--- src/rtl/div_nat_seq_if.sv ---
// Handshake bundle for div_nat_seq.
//   request : in_valid / in_ready, dividend (N+M bits), divisor (N bits)
//   response: out_valid / out_ready, q (M bits), r (N bits), ow
// master modport is the requester/consumer side, slave is the divider.
interface div_nat_seq_if #(
   parameter int N = 8,
   parameter int M = 8
);
   logic           in_valid;
   logic           in_ready;
   logic [N+M-1:0] dividend;
   logic [N-1:0]   divisor;
   logic           out_valid;
   logic           out_ready;
   logic [M-1:0]   q;
   logic [N-1:0]   r;
   logic           ow;

   modport master (
      output in_valid, dividend, divisor, out_ready,
      input  in_ready, out_valid, q, r, ow
   );

   modport slave (
      input  in_valid, dividend, divisor, out_ready,
      output in_ready, out_valid, q, r, ow
   );
endinterface

--- src/rtl/div_nat_seq.sv ---
// Sequential restoring divider for naturals: dividend = divisor*q + r, r < divisor.
// One quotient bit per clock, valid/ready handshake on both sides.
// Ports:
//   clock  - system clock, rising edge
//   reset_ - synchronous active-low reset
//   bus    - div_nat_seq_if.slave (in_valid/in_ready/dividend/divisor,
//            out_valid/out_ready/q/r/ow)
// Optional build macro DIV_ROUND_NEAREST_EN: round the quotient to nearest
// (one extra ROUND cycle, saturates with ow=1 when q is already all ones).
//
// state | meaning
// IDLE  | waiting for an operation, in_ready=1
// CALC  | one restoring step per edge, M edges total
// ROUND | optional round-to-nearest adjust (DIV_ROUND_NEAREST_EN only)
// DONE  | result presented, held until out_ready
module div_nat_seq #(
   parameter int N = 8,
   parameter int M = 8
) (
   input  logic          clock,
   input  logic          reset_,
   div_nat_seq_if.slave  bus
);
   localparam int CW = (M > 1) ? $clog2(M) : 1;

   typedef enum logic [1:0] {
      IDLE  = 2'd0,
      CALC  = 2'd1,
      DONE  = 2'd2,
      ROUND = 2'd3
   } state_t;

   state_t         state, state_nx;
   logic [N-1:0]   x_reg, x_nx;
   logic [N-1:0]   r_reg, r_nx;
   logic [M-1:0]   q_reg, q_nx;
   logic [CW-1:0]  cnt, cnt_nx;
   logic           ow_reg, ow_nx;
   logic [N:0]     t_val;
   logic [N-1:0]   r_sub;
   logic           err;

   always_ff @(posedge clock) begin
      if (!reset_) begin
         state  <= IDLE;
         x_reg  <= '0;
         r_reg  <= '0;
         q_reg  <= '0;
         cnt    <= '0;
         ow_reg <= 1'b0;
      end else begin
         state  <= state_nx;
         x_reg  <= x_nx;
         r_reg  <= r_nx;
         q_reg  <= q_nx;
         cnt    <= cnt_nx;
         ow_reg <= ow_nx;
      end
   end

   always_comb begin
      state_nx = state;
      x_nx     = x_reg;
      r_nx     = r_reg;
      q_nx     = q_reg;
      cnt_nx   = cnt;
      ow_nx    = ow_reg;
      // Partial remainder shifted left with the next dividend bit from Q's MSB.
      t_val    = {r_reg, q_reg[M-1]};
      // The true difference always fits in N bits, so modulo-N subtraction is exact.
      r_sub    = t_val[N-1:0] - x_reg;
      // Quotient overflows M bits exactly when the upper dividend half >= divisor.
      err      = (bus.divisor == '0) || (bus.dividend[N+M-1:M] >= bus.divisor);

      case (state)
         IDLE: begin
            if (bus.in_valid) begin
               x_nx = bus.divisor;
               if (err) begin
                  q_nx     = '1;
                  r_nx     = '0;
                  ow_nx    = 1'b1;
                  state_nx = DONE;
               end else begin
                  r_nx     = bus.dividend[N+M-1:M];
                  q_nx     = bus.dividend[M-1:0];
                  cnt_nx   = CW'(M - 1);
                  ow_nx    = 1'b0;
                  state_nx = CALC;
               end
            end
         end
         CALC: begin
            if (t_val >= {1'b0, x_reg}) begin
               r_nx = r_sub;
               q_nx = {q_reg[M-2:0], 1'b1};
            end else begin
               r_nx = t_val[N-1:0];
               q_nx = {q_reg[M-2:0], 1'b0};
            end
            cnt_nx = cnt - CW'(1);
            if (cnt == '0) begin
`ifdef DIV_ROUND_NEAREST_EN
               state_nx = ROUND;
`else
               state_nx = DONE;
`endif
            end
         end
`ifdef DIV_ROUND_NEAREST_EN
         ROUND: begin
            // 2r >= X means the fractional part is at least one half.
            if ({r_reg, 1'b0} >= {1'b0, x_reg}) begin
               if (&q_reg) begin
                  ow_nx = 1'b1;
               end else begin
                  q_nx = q_reg + M'(1);
               end
            end
            state_nx = DONE;
         end
`endif
         DONE: begin
            if (bus.out_ready) begin
               state_nx = IDLE;
            end
         end
         default: begin
            state_nx = IDLE;
         end
      endcase
   end

   assign bus.in_ready  = (state == IDLE);
   assign bus.out_valid = (state == DONE);
   // Working registers are only exposed while a finished result is presented.
   assign bus.q         = (state == DONE) ? q_reg  : '0;
   assign bus.r         = (state == DONE) ? r_reg  : '0;
   assign bus.ow        = (state == DONE) ? ow_reg : 1'b0;
endmodule

--- src/flat_wrapper.sv ---
// flat-port wrapper written by rule: the top's interface ports become plain ports
module div_nat_seq_flat 
#(
   parameter int N = 8,
   parameter int M = 8
)
  (clock, reset_, bus_in_valid, bus_dividend, bus_divisor, bus_out_ready, bus_in_ready, bus_out_valid, bus_q, bus_r, bus_ow);
  div_nat_seq_if #(.N(N), .M(M)) bus_i ();
  input  logic clock;
  input  logic reset_;
  input wire logic [$bits(bus_i.in_valid)-1:0] bus_in_valid;
  input wire logic [$bits(bus_i.dividend)-1:0] bus_dividend;
  input wire logic [$bits(bus_i.divisor)-1:0] bus_divisor;
  input wire logic [$bits(bus_i.out_ready)-1:0] bus_out_ready;
  output wire logic [$bits(bus_i.in_ready)-1:0] bus_in_ready;
  output wire logic [$bits(bus_i.out_valid)-1:0] bus_out_valid;
  output wire logic [$bits(bus_i.q)-1:0] bus_q;
  output wire logic [$bits(bus_i.r)-1:0] bus_r;
  output wire logic [$bits(bus_i.ow)-1:0] bus_ow;
  assign bus_i.in_valid = bus_in_valid;
  assign bus_i.dividend = bus_dividend;
  assign bus_i.divisor = bus_divisor;
  assign bus_i.out_ready = bus_out_ready;
  assign bus_in_ready = bus_i.in_ready;
  assign bus_out_valid = bus_i.out_valid;
  assign bus_q = bus_i.q;
  assign bus_r = bus_i.r;
  assign bus_ow = bus_i.ow;
  div_nat_seq #(.N(N), .M(M)) u_core (.clock(clock), .reset_(reset_), .bus(bus_i));
endmodule
--- config.mk ---
export PLATFORM = sky130hd
export DESIGN_NAME = div_nat_seq_flat
export DESIGN_NICKNAME = d
export VERILOG_FILES = /design/src/rtl/div_nat_seq_if.sv /design/src/rtl/div_nat_seq.sv /design/src/flat_wrapper.sv
export SDC_FILE = /design/constraint.sdc
export NUM_CORES = 1
export LEC_CHECK = 0
export CAP_MARGIN = 15
export CORE_MARGIN = 2
export CORE_UTILIZATION = 46
export CTS_CLUSTER_SIZE = 8
export DETAILED_ROUTE_END_ITERATION = 12
export PLACE_DENSITY = 0.75
export SYNTH_ARGS = -nofsm -noshare
export SYNTH_HDL_FRONTEND = slang
export SYNTH_SLANG_ARGS = --single-unit
--- constraint.sdc ---
create_clock -name clock -period 1.9 [get_ports clock]
set_input_delay 0.19 -clock clock [delete_from_list [all_inputs] [get_ports clock]]
set_output_delay 0.19 -clock clock [all_outputs]
set_load 0.1 [all_outputs]
==> impl_metrics.yaml, run 1 <==
floorplan:
  die_x_um: 72
  die_h_um: 72
  initial_core_util_pct: 48.2
  core_area_um2: 4410
  io_pins: 47
  dieArea_um2: 5180
  num_rows: 24
synth:
  avgSynthCellArea_um2: 7.97
  synth_cell_type_count: 52
  synth-warning-count: 0
  synth_most_common_cell: "nand2_1"
  synth_edf_count: 0
  synth.top_cells.by_area: "dfxtp_1 28%, ha_1 11%, nand2_1 7.2%, and2_1 5.6%, inv_1 4.1%"
  ys.flop_type: "dfxtp_1"
  ys_top_cells_by_count: "41 x nand2_1, 30 x dfxtp_1, 23 x inv_1"
  synth-async-reset-ratio_pct: 0
  yosys.area.top_type_share_pct: 28.2
  synthCells: 267
  synth_top_area_cell: "dfxtp_1"
  seq_area_frac_synth_pct: 28.2
  syn_nets: 314
  synth_area_um2: 2130
  synth_seq_cells: 30
placement:
  dp_hpwl_um: 4760
  postPlaceCellArea_um2: 3170
  placed_cells_incl_taps: 401
  gp_congestion: 0.908
  portBuffers: 46
timing:
  fin_ws_ns: -0.141
  slew_headroom_pct: 61.3
  finalHoldViolCount: 0
  fin_crit_ns: 2.04
  rsz0062_at_grt: "true"
  max_freq_mhz: 490
  worst_pin_slew_ns: 0.580
  setup_violations: 5
  finalHoldWorstSlack_ns: 0.337
  period_share_pct: 107
  finalMaxSlewViolations: 0
  skew_ns: 0.00311
detailed_routing:
  via_per_inst: 5.82
  drt_iter0_markers: 208
  totalWireLength_um: 7090
  first_pass_iters: 7
  vias: 2416
  wl_per_cell_um: 17.1
  drc_errors: 0
  ant_nets: 0
power_and_ir_drop:
  p_seq_share_pct: 25.2
  clock_power_share_pct: 21.7
  power_density_nw_per_um2: 852
  combPwrFrac_pct: 53.1
  sw_frac_of_total_pct: 38.6
  p_int_uw: 1920
  p_sw_uw: 1200
  ir_drop_v: 0.000493
  p_leak_uw: 0.00151
clocking:
  cts_root_buffer: "clkbuf_8"
  cts_sinks: 30
  clockBufferDepth: 2
  cts_buffers: 5
  clk_latency_ns: 0.29
  htreeDepth: 2
  cts_tree: "yes"
  clk_transition_reported_paths_ns: 0.07
  ctsHoldBuffers: 0
outcome:
  status: "finished, violations left"
  violations: "setup timing"
finish:
  finalNetCount: 410
  diodes: 0
  finalInstanceArea_um2: 3660
  n_fill_cell: 248
  layout-drive-gt1-share_pct: 41.0
  fin_cells: 415
  area_delta_synth_final_pct: 72.2
worst_setup_path:
  arrival_ns: 2.22
  cp-start-kind: "register"
  worst-setup-path-type: "reg2reg"
  cp-end-kind: "register"
  cp_max_fo: 2
  regToRegSetupSlack_ns: -0.14
  critical_path_required_ns: 2.08
global_routing:
  grt.total_usage_pct: 26.2
  grt_overflow: 0
  antenna_found_initial: 0
  grt_pass1_vias: 2282
  grt_max_degree: 18
  grt_pass1_wl_um: 10700
job:
  max-cap-violations: 0
worst_hold_path:
  min_path_type: "in2reg"
[metrics by stage]
step | setup TNS (ns) | power (uW) | setup slack [ns] | utilization [%]
CTS | -0.251 | 2850 | -0.0967 | 77.9
finish | -0.206 | 3120 | -0.141 | 83.0
global route | -0.901 | 3270 | -0.219 | 83.0
floorplan | -1.17 | 1550 | -0.130 | -
detailed placement | -9.78 | 2070 | -0.526 | 71.8
global placement | -7.67 | 2050 | -0.431 | 71.8
[what timing repair did]
item,4_1_cts,5_1_grt
buffers inserted,3,4
cloned,1,0
resized for setup,35,37
endpoints found under the setup margin,22,19
pin swaps,15,17
[cell families after synthesis]
family	Yosys count	synth area share, %
multiplexers	2	0.941
flip-flops	30	28.2
AO/OA/AOI/OAI	85	29.5
buffers and inverters	35	6.65
AND/OR/NAND/NOR	93	21.9
adder cells (fa/ha/maj)	19	11.5
XOR/XNOR	3	1.24
[metal layers]
layer	GRT usage [%]	routed length, um	vias to the layer above
met1	32.9	2980	1173
met4	7.76	194	0
met2	46.3	3590	81
met3	4.17	326	21
li1	-	-	1141
met5	0	0	-
[power by group through the flow]
stage,Sequential [uW],Combinational [uW],Clock (uW)
4_1_cts,767,1410,668
3_5_place_dp,779,1300,0
6_report,787,1660,676
5_1_grt,796,1780,695
3_3_place_gp,776,1280,0
2_1_floorplan,760,787,0
[cells in the final DEF, fill, tap and decap left out, types with 7 or more instances in the layout]
cell type	count
ha_4	11
o221ai_1	7
and2_2	9
nand2_1	39
and2_1	10
buf_4	52
a21oi_1	15
dlygate4sd2_1	8
inv_1	18
a21boi_0	9
buf_12	19
dfxtp_1	25
clkdlybuf4s50_1	18
[cell type report]
class | instances | area (um2) | area share (%)
timing repair buffer | 99 | 1040 | 28.5
tap | 52 | 65.1 | 1.78
inverter | 24 | 90.1 | 2.46
multi-input combinational | 203 | 1740 | 47.6
clock inverter | 1 | 30.0 | 0.820
clock buffer | 6 | 82.6 | 2.25
sequential | 30 | 607 | 16.6
[worst max-delay path, cell delays in order (launching register included)]
cell,delay (ns)
dfxtp_2,0.34
inv_2,0.05
ha_4,0.16
fa_2,0.40
nor2b_2,0.14
o31a_1,0.18
o21a_1,0.17
o21ai_1,0.08
nor4b_4,0.14
o31a_1,0.27
[path summary, 6_finish.rpt]
| kind | start | endpoint | cells past startpoint |
|---|---|---|---|
| hold / removal | bus_divisor[0] | u_core.x_reg[0]$_SDFFE_PN0P_ | 4 |
| setup / recovery | u_core.q_reg[7]$_SDFFE_PN0P_ | u_core.r_reg[6]$_SDFFE_PN0P_ | 9 |
| setup reg to reg | u_core.q_reg[7]$_SDFFE_PN0P_ | u_core.r_reg[6]$_SDFFE_PN0P_ | 9 |
| hold reg to reg | u_core.cnt[2]$_SDFFE_PN0P_ | u_core.cnt[2]$_SDFFE_PN0P_ | 2 |
Power figures use the tool's default switching activity.
==> inputs of run 2 (changes only) <==
- CORE_ASPECT_RATIO: unset -> 1.2
- CORE_MARGIN: 2 -> unset
==> impl_metrics.yaml, run 2 (synthesis gave the netlist of run 1 again) <==
outcome:
  status: "finished, violations left"
  violations: "setup timing"
worst_setup_path:
  endpoint: "u_core.r_reg[6]$_SDFFE_PN0P_"
  regToRegSetupSlack_ns: -0.15
  r2r_end: "u_core.r_reg[6]$_SDFFE_PN0P_"
  cp-start-kind: "register"
  critical_path_required_ns: 2.09
  reg2reg_from: "u_core.r_reg[0]$_SDFFE_PN0P_"
  cp-end-kind: "register"
  cp_max_fo: 4
  crit_start: "u_core.r_reg[0]$_SDFFE_PN0P_"
  reg2reg_depth: 8
  arrival_ns: 2.24
  worst-setup-path-type: "reg2reg"
global_routing:
  grt_max_degree: 16
  grt_pass1_wl_um: 10700
  grt_pass1_vias: 2326
  grt.total_usage_pct: 28.2
  antenna_found_initial: 0
  grt_overflow: 0
floorplan:
  die_x_um: 64.1
  initial_core_util_pct: 48.8
  die_h_um: 76.5
  dieArea_um2: 4900
  num_rows: 26
  io_pins: 47
  core_area_um2: 4360
finish:
  area_delta_synth_final_pct: 68.8
  finalInstanceArea_um2: 3590
  most-common-layout-cells: "43 x buf_4, 41 x nand2_1, 25 x dfxtp_1"
  final_common_cell: "buf_4"
  n_fill_cell: 268
  layout-drive-gt1-share_pct: 39.0
  diodes: 0
  fin_cells: 412
  finalNetCount: 402
timing:
  skew_ns: 0.0100
  finalMaxSlewViolations: 0
  worst_pin_slew_ns: 0.598
  fin_setup_tns_ns: -0.302
  rsz0062_at_grt: "true"
  setup_violations: 3
  max_freq_mhz: 488
  finalHoldViolCount: 0
  slew_headroom_pct: 60.2
  fin_crit_ns: 2.05
  fin_ws_ns: -0.149
  period_share_pct: 108
detailed_routing:
  met1_length_um: 2810
  dr_wl_met2_um: 3600
  wl_per_cell_um: 17.0
  first_pass_iters: 5
  drt_iter0_markers: 161
  via_per_inst: 5.72
  vias: 2357
  met3_length_um: 356
  ant_nets: 0
  route.top_layer_used: "met4"
  totalWireLength_um: 7020
  drc_errors: 0
power_and_ir_drop:
  combPwrFrac_pct: 53.7
  ir_drop_v: 0.000415
  p_int_uw: 1720
  power_density_nw_per_um2: 811
  clock_power_share_pct: 19.3
  p_leak_uw: 0.00148
  sw_frac_of_total_pct: 40.8
  p_sw_uw: 1190
  p_seq_share_pct: 27.0
worst_hold_path:
  min_path_type: "in2reg"
clocking:
  htreeDepth: 2
  clockBufferDepth: 2
  clk_latency_ns: 0.30
  cts_buffers: 5
  cts_root_buffer: "clkbuf_8"
  cts_tree: "yes"
  cts_sinks: 30
  ctsHoldBuffers: 0
  clk_transition_reported_paths_ns: 0.07
placement:
  gp_congestion: 0.865
  postPlaceCellArea_um2: 3140
  portBuffers: 46
  dp_hpwl_um: 4520
  placed_cells_incl_taps: 400
job:
  max-cap-violations: 0
run 2: changes by cell type in the layout (fill, tap and decap cells not counted), sizes merged:
cell	previous run	this run
buf	72	64
bufinv	1	0
clkinv	1	2
clkinvlp	0	1
dlygate4sd2	8	4
dlymetal6s2s	1	5
run 2: metal layers:
layer	up-vias	global-route usage, %
met4	0	13.4
li1	1126	-
met5	-	0
met3	25	3.74
met2	113	50.6
met1	1093	32.2
run 2: layout make-up:
type / instances / area [um2] / share of cell area, %
Multi-Input combinational cell: 203 / 1730 / 48.0
Inverter: 24 / 90.1 / 2.51
Timing Repair Buffer: 91 / 1000 / 27.9
Tap cell: 56 / 70.1 / 1.95
Clock inverter: 2 / 12.5 / 0.348
Sequential cell: 30 / 607 / 16.9
Clock buffer: 6 / 82.6 / 2.30
run 2: metrics by stage:
step	hold slack (ns)	util, %	total power [uW]	setup slack [ns]
3_3_place_gp	0.441	72.0	2010	-0.446
2_1_floorplan	0.332	-	1550	-0.130
5_1_grt	0.385	82.4	3040	-0.254
3_5_place_dp	0.454	72.0	2030	-0.516
4_1_cts	0.440	77.6	2660	-0.0768
6_report	0.333	82.4	2910	-0.149
run 2: worst min path at each step:
stage / end / start / cells past startpoint
5_1_grt: u_core.r_reg[0]$_SDFFE_PN0P_ / bus_dividend[8] / 4
4_1_cts: u_core.x_reg[4]$_SDFFE_PN0P_ / bus_divisor[4] / 4
6_report: u_core.r_reg[0]$_SDFFE_PN0P_ / bus_dividend[8] / 4
3_3_place_gp: u_core.cnt[1]$_SDFFE_PN0P_ / u_core.cnt[1]$_SDFFE_PN0P_ / 2
3_5_place_dp: u_core.cnt[2]$_SDFFE_PN0P_ / u_core.cnt[2]$_SDFFE_PN0P_ / 2
2_1_floorplan: u_core.q_reg[0]$_SDFFE_PN0P_ / bus_dividend[0] / 2
run 2: power by group through the flow:
| stage | Combinational (uW) | Clock [uW] | Sequential (uW) |
|---|---|---|---|
| final | 1560 | 563 | 786 |
| after global routing | 1660 | 583 | 795 |
| after CTS | 1340 | 557 | 770 |
| after detailed placement | 1250 | 0 | 780 |
| after global placement | 1230 | 0 | 778 |
| after floorplan | 787 | 0 | 760 |
run 2: timing repair:
item                       in CTS  in global routing
setup buffers                   1                  2
gates resized for setup        29                 38
setup endpoints to repair      19                 20
pin swaps                      14                 15
gates cloned                    1                  0
run 2: critical path, cell delays in order (launching register included):
cell and delay, ns:
dfxtp_1 0.39, inv_1 0.10, fa_2 0.41, nor2b_2 0.16, o31a_1 0.20, o21a_1 0.17, o21ai_1 0.07, nor4b_2 0.18
o31a_1 0.26
==> inputs of run 3 (changes only) <==
==> constraint.sdc (replaced) <==
create_clock -name clock -period 1.9 [get_ports clock]
set_input_delay 0.285 -clock clock [delete_from_list [all_inputs] [get_ports clock]]
set_output_delay 0.285 -clock clock [all_outputs]
set_load 0.1 [all_outputs]
==> impl_metrics.yaml, run 3 (synthesis gave the netlist of run 1 again) <==
power_and_ir_drop:
  combPwrFrac_pct: 57.2
  sw_frac_of_total_pct: 41.3
  p_int_uw: 1850
  p_leak_uw: 0.00157
  clock_power_share_pct: 17.5
  p_sw_uw: 1300
  power_density_nw_per_um2: 828
  p_seq_share_pct: 25.3
  ir_drop_v: 0.000508
global_routing:
  antenna_found_initial: 0
  grt.total_usage_pct: 31.8
  grt_pass1_wl_um: 12000
  grt_overflow: 0
  grt_max_degree: 18
  grt_pass1_vias: 2570
finish:
  diodes: 0
  area_delta_synth_final_pct: 78.8
  most-common-layout-cells: "54 x buf_4, 40 x nand2_1, 20 x buf_12"
  finalInstanceArea_um2: 3800
  final_common_cell: "buf_4"
  fin_cells: 424
  finish.utilization_pct: 87.3
  finalNetCount: 414
  layout-drive-gt1-share_pct: 48.9
timing:
  fin_setup_tns_ns: -0.315
  max_freq_mhz: 486
  slew_headroom_pct: 57.9
  worst_pin_slew_ns: 0.632
  finalHoldViolCount: 0
  period_share_pct: 108
  skew_ns: 0.00352
  rsz0062_at_grt: "true"
  finalMaxSlewViolations: 0
  fin_crit_ns: 2.06
  setup_violations: 4
  fin_ws_ns: -0.157
floorplan:
  core_area_um2: 4360
  num_rows: 26
  dieArea_um2: 4900
  die_x_um: 64.1
  die_h_um: 76.5
  initial_core_util_pct: 48.8
  io_pins: 47
job:
  max-cap-violations: 0
worst_setup_path:
  cp_slowest_stage_delay_ns: 0.37
  critical_path_required_ns: 2.08
  arrival_ns: 2.24
  crit_top_cell: "o31a_1"
  crit_chain: "inv_2, ha_4, fa_2, nor2b_2, o31a_1, o21a_1, o21ai_1, nor4b_4, o31a_1"
  cp-end-kind: "register"
  worst-setup-path-type: "reg2reg"
  cp-start-kind: "register"
  cp_max_fo: 2
  cp_slowest_cell: "fa_2"
detailed_routing:
  totalWireLength_um: 8460
  drc_errors: 0
  ant_nets: 0
  drt_iter0_markers: 244
  via_per_inst: 6.08
  vias: 2578
  first_pass_iters: 4
  wl_per_cell_um: 20.0
outcome:
  status: "finished, violations left"
  violations: "setup timing"
clocking:
  clk_transition_reported_paths_ns: 0.07
  clockBufferDepth: 2
  cts_buffers: 5
  cts_root_buffer: "clkbuf_8"
  htreeDepth: 2
  clk_latency_ns: 0.29
  ctsHoldBuffers: 0
  cts_sinks: 30
  cts_tree: "yes"
worst_hold_path:
  min_path_type: "in2reg"
placement:
  dp_hpwl_um: 4830
  placed_cells_incl_taps: 407
  portBuffers: 46
  gp_congestion: 0.893
  postPlaceCellArea_um2: 3220
run 3: cell types whose count changed in the layout (fill, tap and decap cells not counted), moves of 3 or more:
| cell | change |
|---|---|
| dfxtp_2 | +6 |
| ha_4 | +4 |
| inv_1 | -4 |
| inv_2 | +4 |
| and2_1 | -8 |
| o21ai_2 | +3 |
| and2_4 | +9 |
| clkdlybuf4s50_1 | -7 |
| clkdlybuf4s15_1 | +4 |
| buf_4 | +11 |
| ha_1 | -3 |
| dfxtp_1 | -6 |
run 3: repair_timing:
action	in CTS	in global routing
setup buffers	5	5
gates cloned	1	0
endpoints found under the setup margin	38	36
pin swaps	22	29
gates resized for setup	57	52
run 3: worst paths after layout:
| check | from | endpoint | slack (ns) | cells after the start |
|---|---|---|---|---|
| worst max-delay path | u_core.q_reg[7]$_SDFFE_PN0P_ | u_core.r_reg[6]$_SDFFE_PN0P_ | -0.16 | 9 |
| worst min-delay path | bus_divisor[5] | u_core.x_reg[5]$_SDFFE_PN0P_ | 0.40 | 4 |
| worst max register to register | u_core.q_reg[7]$_SDFFE_PN0P_ | u_core.r_reg[6]$_SDFFE_PN0P_ | -0.16 | 9 |
| worst min register to register | u_core.cnt[1]$_SDFFE_PN0P_ | u_core.cnt[1]$_SDFFE_PN0P_ | 0.46 | 2 |
run 3: area by class of cell:
class / instances / area [um2]
Sequential cell: 30 / 614
Clock inverter: 2 / 12.5
Timing Repair Buffer: 103 / 1090
Fill cell: 192 / 556
Tap cell: 56 / 70.1
Inverter: 24 / 90.1
Clock buffer: 6 / 82.6
Multi-Input combinational cell: 203 / 1840
run 3: layer usage:
layer  global-route usage, %  part of all wire (%)  vias to the layer above
met3                    6.29                   6.1                       38
met5                       0                     0                        -
li1                        -                     -                     1152
met4                    17.3                   4.3                        0
met2                    56.4                    51                      151
met1                    34.7                    38                     1237
run 3: power groups by stage:
stage / Sequential (uW) / Combinational, uW / Clock, uW
after global placement: 775 / 1290 / 0
after CTS: 775 / 1540 / 544
after global routing: 802 / 1900 / 589
final: 796 / 1800 / 551
after floorplan: 761 / 796 / 0
after detailed placement: 779 / 1320 / 0
run 3: worst max-delay path, delay by kind of cell, from the launching register on:
kind                     cells  cell delay [ns]
AO/OA/AOI/OAI                4             0.73
adder cells (fa/ha/maj)      2             0.54
buffers and inverters        1             0.06
flip-flops                   1             0.34
AND/OR/NAND/NOR              2             0.27
run 3: per-stage QoR:
step | power (uW) | setup slack, ns | hold slack (ns)
CTS | 2860 | -0.0838 | 0.456
finish | 3150 | -0.157 | 0.399
global placement | 2060 | -0.561 | 0.440
global route | 3290 | -0.195 | 0.415
detailed placement | 2100 | -0.659 | 0.446
floorplan | 1560 | 0.00156 | 0.427
